<file path="src/rtl/arith_unit_pipelined.sv">
// Pipelined ADD/ADC/SUB/SBC/RSB/RSC/CMP/CMN unit with ARM NZCV flags and valid/ready on both sides.
// SPLIT=1 breaks the carry chain at WIDTH/2 across two register stages.
module arith_unit_pipelined #(
  parameter int unsigned WIDTH     = 32,
  parameter int unsigned TAG_WIDTH = 4,
  parameter bit          SPLIT     = 1'b0
) (
  input  logic                 clk,
  input  logic                 nReset,
  input  logic                 flush,
  input  logic                 inValid,
  output logic                 inReady,
  input  logic [2:0]           opcode,
  input  logic [WIDTH-1:0]     firstInput,
  input  logic [WIDTH-1:0]     secondInput,
  input  logic                 carryFlag,
  input  logic [TAG_WIDTH-1:0] inTag,
  output logic                 outValid,
  input  logic                 outReady,
  output logic [WIDTH-1:0]     result,
  output logic                 writeEnable,
  output logic [3:0]           flagsOut,
  output logic [TAG_WIDTH-1:0] outTag
);

  localparam logic [2:0] OP_ADC = 3'd1;
  localparam logic [2:0] OP_SUB = 3'd2;
  localparam logic [2:0] OP_SBC = 3'd3;
  localparam logic [2:0] OP_RSB = 3'd4;
  localparam logic [2:0] OP_RSC = 3'd5;
  localparam logic [2:0] OP_CMP = 3'd6;

  logic [WIDTH-1:0]     x_c;
  logic [WIDTH-1:0]     y_c;
  logic                 cin_c;
  logic                 we_c;
  logic                 accept_c;
  logic                 out_load_c;
  logic                 s1_load_c;

  logic                 out_valid_q;
  logic [WIDTH-1:0]     result_q;
  logic [3:0]           flags_q;
  logic                 we_q;
  logic [TAG_WIDTH-1:0] tag_q;

  // Adder operand/carry-in selection; ADD and CMN take the defaults.
  always_comb begin
    x_c   = firstInput;
    y_c   = secondInput;
    cin_c = 1'b0;
    case (opcode)
      OP_ADC: cin_c = carryFlag;
      OP_SUB, OP_CMP: begin
        y_c   = ~secondInput;
        cin_c = 1'b1;
      end
      OP_SBC: begin
        y_c   = ~secondInput;
        cin_c = carryFlag;
      end
      OP_RSB: begin
        x_c   = secondInput;
        y_c   = ~firstInput;
        cin_c = 1'b1;
      end
      OP_RSC: begin
        x_c   = secondInput;
        y_c   = ~firstInput;
        cin_c = carryFlag;
      end
      default: ;
    endcase
  end

  // CMP (6) and CMN (7) only update flags.
  assign we_c       = ~(opcode[2] & opcode[1]);
  assign out_load_c = ~out_valid_q | outReady;
  assign inReady    = nReset & ~flush & s1_load_c;
  assign accept_c   = inValid & inReady;

  function automatic logic [3:0] nzcv_f(input logic [WIDTH-1:0] r, input logic c,
                                        input logic xm, input logic ym);
    nzcv_f = {r[WIDTH-1], (r == '0), c, (xm == ym) & (r[WIDTH-1] != xm)};
  endfunction

  generate
    if (SPLIT == 1'b0) begin : g_single
      logic [WIDTH:0]   sum_d;
      logic [WIDTH-1:0] res_d;
      logic [3:0]       flags_d;

      assign sum_d     = {1'b0, x_c} + {1'b0, y_c} + {{WIDTH{1'b0}}, cin_c};
      assign res_d     = sum_d[WIDTH-1:0];
      assign flags_d   = nzcv_f(res_d, sum_d[WIDTH], x_c[WIDTH-1], y_c[WIDTH-1]);
      assign s1_load_c = out_load_c;

      always_ff @(posedge clk or negedge nReset) begin
        if (!nReset) begin
          out_valid_q <= 1'b0;
          result_q    <= '0;
          flags_q     <= '0;
          we_q        <= 1'b0;
          tag_q       <= '0;
        end else if (flush) begin
          out_valid_q <= 1'b0;
        end else if (out_load_c) begin
          out_valid_q <= accept_c;
          if (accept_c) begin
            result_q <= res_d;
            flags_q  <= flags_d;
            we_q     <= we_c;
            tag_q    <= inTag;
          end
        end
      end
    end else begin : g_split
      localparam int unsigned HALF = WIDTH / 2;

      logic                 s1_valid_q;
      logic [HALF-1:0]      s1_lo_q;
      logic [HALF-1:0]      s1_xh_q;
      logic [HALF-1:0]      s1_yh_q;
      logic                 s1_carry_q;
      logic                 s1_we_q;
      logic [TAG_WIDTH-1:0] s1_tag_q;

      logic [HALF:0]        lo_sum_d;
      logic [HALF:0]        hi_sum_d;
      logic [WIDTH-1:0]     res_d;
      logic [3:0]           flags_d;

      assign lo_sum_d  = {1'b0, x_c[HALF-1:0]} + {1'b0, y_c[HALF-1:0]} + {{HALF{1'b0}}, cin_c};
      assign hi_sum_d  = {1'b0, s1_xh_q} + {1'b0, s1_yh_q} + {{HALF{1'b0}}, s1_carry_q};
      assign res_d     = {hi_sum_d[HALF-1:0], s1_lo_q};
      assign flags_d   = nzcv_f(res_d, hi_sum_d[HALF], s1_xh_q[HALF-1], s1_yh_q[HALF-1]);
      assign s1_load_c = ~s1_valid_q | out_load_c;

      // Stage 1: low half sum plus carry, high operands carried forward.
      always_ff @(posedge clk or negedge nReset) begin
        if (!nReset) begin
          s1_valid_q <= 1'b0;
          s1_lo_q    <= '0;
          s1_xh_q    <= '0;
          s1_yh_q    <= '0;
          s1_carry_q <= 1'b0;
          s1_we_q    <= 1'b0;
          s1_tag_q   <= '0;
        end else if (flush) begin
          s1_valid_q <= 1'b0;
        end else if (s1_load_c) begin
          s1_valid_q <= accept_c;
          if (accept_c) begin
            s1_lo_q    <= lo_sum_d[HALF-1:0];
            s1_carry_q <= lo_sum_d[HALF];
            s1_xh_q    <= x_c[WIDTH-1:HALF];
            s1_yh_q    <= y_c[WIDTH-1:HALF];
            s1_we_q    <= we_c;
            s1_tag_q   <= inTag;
          end
        end
      end

      // Stage 2: high half with registered carry, flags over the full result.
      always_ff @(posedge clk or negedge nReset) begin
        if (!nReset) begin
          out_valid_q <= 1'b0;
          result_q    <= '0;
          flags_q     <= '0;
          we_q        <= 1'b0;
          tag_q       <= '0;
        end else if (flush) begin
          out_valid_q <= 1'b0;
        end else if (out_load_c) begin
          out_valid_q <= s1_valid_q;
          if (s1_valid_q) begin
            result_q <= res_d;
            flags_q  <= flags_d;
            we_q     <= s1_we_q;
            tag_q    <= s1_tag_q;
          end
        end
      end
    end
  endgenerate

  assign outValid    = out_valid_q;
  assign result      = result_q;
  assign flagsOut    = flags_q;
  assign writeEnable = we_q;
  assign outTag      = tag_q;

endmodule
</file>
<file path="config.mk">
export PLATFORM = sky130hd
export DESIGN_NAME = arith_unit_pipelined
export DESIGN_NICKNAME = d
export VERILOG_FILES = /design/src/rtl/arith_unit_pipelined.sv
export SDC_FILE = /design/constraint.sdc
export NUM_CORES = 1
export LEC_CHECK = 0
export CORE_ASPECT_RATIO = 1.2
export CORE_MARGIN = 1
export CORE_UTILIZATION = 45
export CTS_CLUSTER_SIZE = 28
export DETAILED_ROUTE_END_ITERATION = 6
export GPL_TIMING_DRIVEN = 1
export PLACE_DENSITY = 0.76
export RECOVER_POWER = 50
export SYNTH_ARGS = -nofsm -noshare
export SYNTH_HDL_FRONTEND = slang
export SYNTH_SLANG_ARGS = --single-unit
</file>
<file path="constraint.sdc">
create_clock -name clk -period 1.7 [get_ports clk]
set_input_delay 0.255 -clock clk [delete_from_list [all_inputs] [get_ports clk]]
set_output_delay 0.255 -clock clk [all_outputs]
set_load 0.005 [all_outputs]
</file>
==> results.json <==
{
  "outcome": "finished with violations",
  "failed_checks": "negative setup slack",
  "irDropWorstVdd_v": 0.000455,
  "setup_slack_ns": -1.85,
  "yosys.area_share.simple": 0.175,
  "drv_cap": 0,
  "synth_area_leaders": "dfrtp_1 23%, o21ai_0 12%, mux2_2 11%, ha_1 8.8%, nand2_1 8.0%",
  "final-setup-viol-count": 34,
  "hold_class": "input pin to asynchronous set/reset pin",
  "worstSetupPathType": "input pin to register",
  "synth.yosys.seq_area_share": 0.234,
  "dominant_combinational_cell_family_by_area_after_synthesis": "compound AO/OA/AOI/OAI gates",
  "yosys.area_share.xor_xnor": 0.0540,
  "fp.coreArea_um2": 9520,
  "grt_remaining_overflow": 0,
  "max_slew.worst_pin.slew_ns": 1.11,
  "maxSlewHeadroom": 0.263,
  "drt-wirelength-per-cell_um": 19.9,
  "nets": 929,
  "drt_drc_violations_left": 0,
  "clkSinkCount": 41,
  "layout.area.seq_um2": 1030,
  "crit_path_end_kind": "register",
  "synth.lib_cells_used.distinct": 65,
  "synthesis.nets": 662,
  "synth_flop_cell": "dfrtp_1",
  "final.min_clock_period_ns": 3.55,
  "layout_worst_path_cycle_share": 2.09,
  "syn2layout_area_growth_pct": 81.0,
  "skew_ns": 0.00872,
  "utilization": 0.834,
  "n_antenna_cell": 0,
  "dpl.hpwl_mm": 10.9,
  "timing.reg2reg.setup_slack_ns": -0.74,
  "power_frac_comb": 0.644,
  "clock_power_share": 0.152,
  "synthesized_netlist_cell_count": 552,
  "compound_gate_portion_of_the_synthesized_area": 0.293,
  "p_leak_uw": 0.00352,
  "synth_area_per_cell_um2": 7.94,
  "h-tree-depth": 2,
  "vias": 5654,
  "grt_antenna_before_repair": 0,
  "max_freq_ghz": 0.281,
  "hold-worst-slack_ns": 0.303,
  "netlist.top_cell.by_area": "dfrtp_1",
  "mostFrequentLayoutCell": "buf_4",
  "multiInputGateArea_um2": 3920,
  "cell_chosen_for_the_clock_root": "clkbuf_16",
  "dpl.cell_count": 892,
  "totalWireLength_mm": 18.7,
  "layout-drive-gt1-share": 0.404,
  "die_width_um": 92.1,
  "synth_top_area_frac": 0.234,
  "syn_area_um2": 4380,
  "net_switching_share_of_the_total_power": 0.378,
  "timing.final.hold_violations": 0,
  "cts_tree": "yes",
  "yosys.area_share.adder": 0.0976,
  "placement_row_count": 39,
  "clk_latency_ns": 0.30,
  "finalNonFillerCells": 943,
  "initial_core_util": 0.461,
  "synth-edff-count": 0,
  "grt_pass1_vias": 5377,
  "multiplexer_share_of_the_synthesized_area": 0.112,
  "p_seq_frac": 0.204,
  "fill_cells": 544,
  "inserted_clock_buffers": 5,
  "grt_util_all_layers": 0.318,
  "powerDensity_nw_per_um2": 943,
  "grt_setup_unrepaired": "yes",
  "worst-r2r-cell-count": 10,
  "reg2reg_from": "outValid",
  "pre_repair_dr_iteration_count": 5,
  "synthesis_warnings": 0,
  "worstPathMaxFanout": 5,
  "grt_pass1_wl_mm": 25.5,
  "total_switching_power_uw": 2830,
  "drt_first_iter_violations": 332,
  "timing.rr.end": "flagsOut[2]",
  "final_max_slew_viol_count": 0,
  "numPortBuffers": 119,
  "start_kind": "input pin",
  "p_int_uw": 4660,
  "clockBufferDepth": 2,
  "synth-seq-cells": 41,
  "critPathArrivalTime_ns": 3.77,
  "largest_net_degree_at_the_start_of_global_routing": 70,
  "gpl.final_weighted_congestion": 0.870,
  "mostFrequentLayoutCells": "143 x buf_4, 107 x clkdlybuf4s50_1, 83 x nand2_1",
  "routed_via_density": 6.00,
  "drtAntennaViolNets": 0,
  "floorplan.io_pins": 120,
  "ys_async_sr_fraction": 1.00,
  "die_area_um2": 10100,
  "fp.dieH_um": 110,
  "cp_data_required_time_ns": 1.91,
  "clk_pin_slew_worst_paths_ns": 0.07
}
power groups by stage:
stage / Clock (uW) / Combinational (uW) / Sequential, uW
2_1_floorplan: 0 / 1720 / 1480
3_3_place_gp: 0 / 3620 / 1500
3_5_place_dp: 0 / 3710 / 1510
4_1_cts: 1110 / 4310 / 1500
5_1_grt: 1180 / 5090 / 1550
6_report: 1140 / 4820 / 1530
area by class of cell:
class                   instances  area share
multi-input cells             477       0.493
repair buffers                288       0.333
flip-flops and latches         41       0.129
well taps                     123      0.0194
clock buffers                   7      0.0180
clock inverters                 1     0.00378
inverters                       6     0.00284
flip-flops by register name, summed over array words and instances, names as in the netlist:
register and count:
flagsOut 3, writeEnable 1, result 32, outTag 4
outValid 1
what timing repair did:
item                                    CTS  global route
hold buffers                              0             0
gates cloned                              4             1
pin swaps                                38            20
buffers inserted                         30            14
gates resized for setup                 155            47
endpoints found under the setup margin   41            39
kinds of logic (layout without fill, tap and decap cells):
| kind of cell | after synthesis | after routing |
|---|---|---|
| compound gates | 208 | 208 |
| xor+xnor | 27 | 27 |
| fa+ha+maj | 33 | 33 |
| buf+inv | 35 | 302 |
| flops | 41 | 41 |
| mux | 44 | 44 |
| simple gates | 164 | 165 |
per-stage QoR:
stage	setup WS, ns	power [uW]	instance area (um2)	setup TNS [ns]
after floorplan	-1.67	3200	4480	-34.18
after global placement	-2.39	5110	6630	-61.16
after detailed placement	-2.48	5220	6630	-65.23
after CTS	-1.59	6920	7600	-31.86
after global routing	-1.89	7810	7930	-42.37
final	-1.85	7480	7930	-39.74
worst max path at each step:
stage              startpoint     endpoint  slack (ns)  cells after the start
2_1_floorplan       opcode[1]  flagsOut[2]       -1.67                     17
3_3_place_gp        opcode[2]  flagsOut[2]       -2.39                     17
3_5_place_dp        opcode[2]  flagsOut[2]       -2.48                     16
4_1_cts             opcode[1]  flagsOut[2]       -1.59                     18
5_1_grt             opcode[1]  flagsOut[2]       -1.89                     17
6_report       secondInput[1]  flagsOut[2]       -1.85                     13
layer usage:
layer | global-route usage | vias up | wire length, um
li1 | - | 2570 | -
met1 | 0.353 | 2717 | 6780
met2 | 0.600 | 272 | 9950
met3 | 0.0370 | 95 | 929
met4 | 0.158 | 0 | 1090
met5 | 0 | - | 0
critical path, stage by stage:
cell and delay [ns]:
clkdlybuf4s50_1 0.46, mux2_2 0.35, fa_2 0.46, a21o_1 0.27
a221oi_4 0.35, buf_6 0.17, a21oi_1 0.08, or3_1 0.35
a2bb2oi_1 0.21, nand4_1 0.15, nor4b_2 0.33, nand4_1 0.14
o31ai_2 0.18
cells in the mapped netlist (all sizes together) (6+ instances only):
master	n
buf	8
inv	6
nand2	93
dfrtp	41
o21bai	7
a21o	9
ha	31
o21ai	107
a21oi	42
clkbuf	21
xnor2	15
nor2	23
xor2	12
nand4	10
mux2	42
Note: power is estimated with default switching activity, not from simulation.
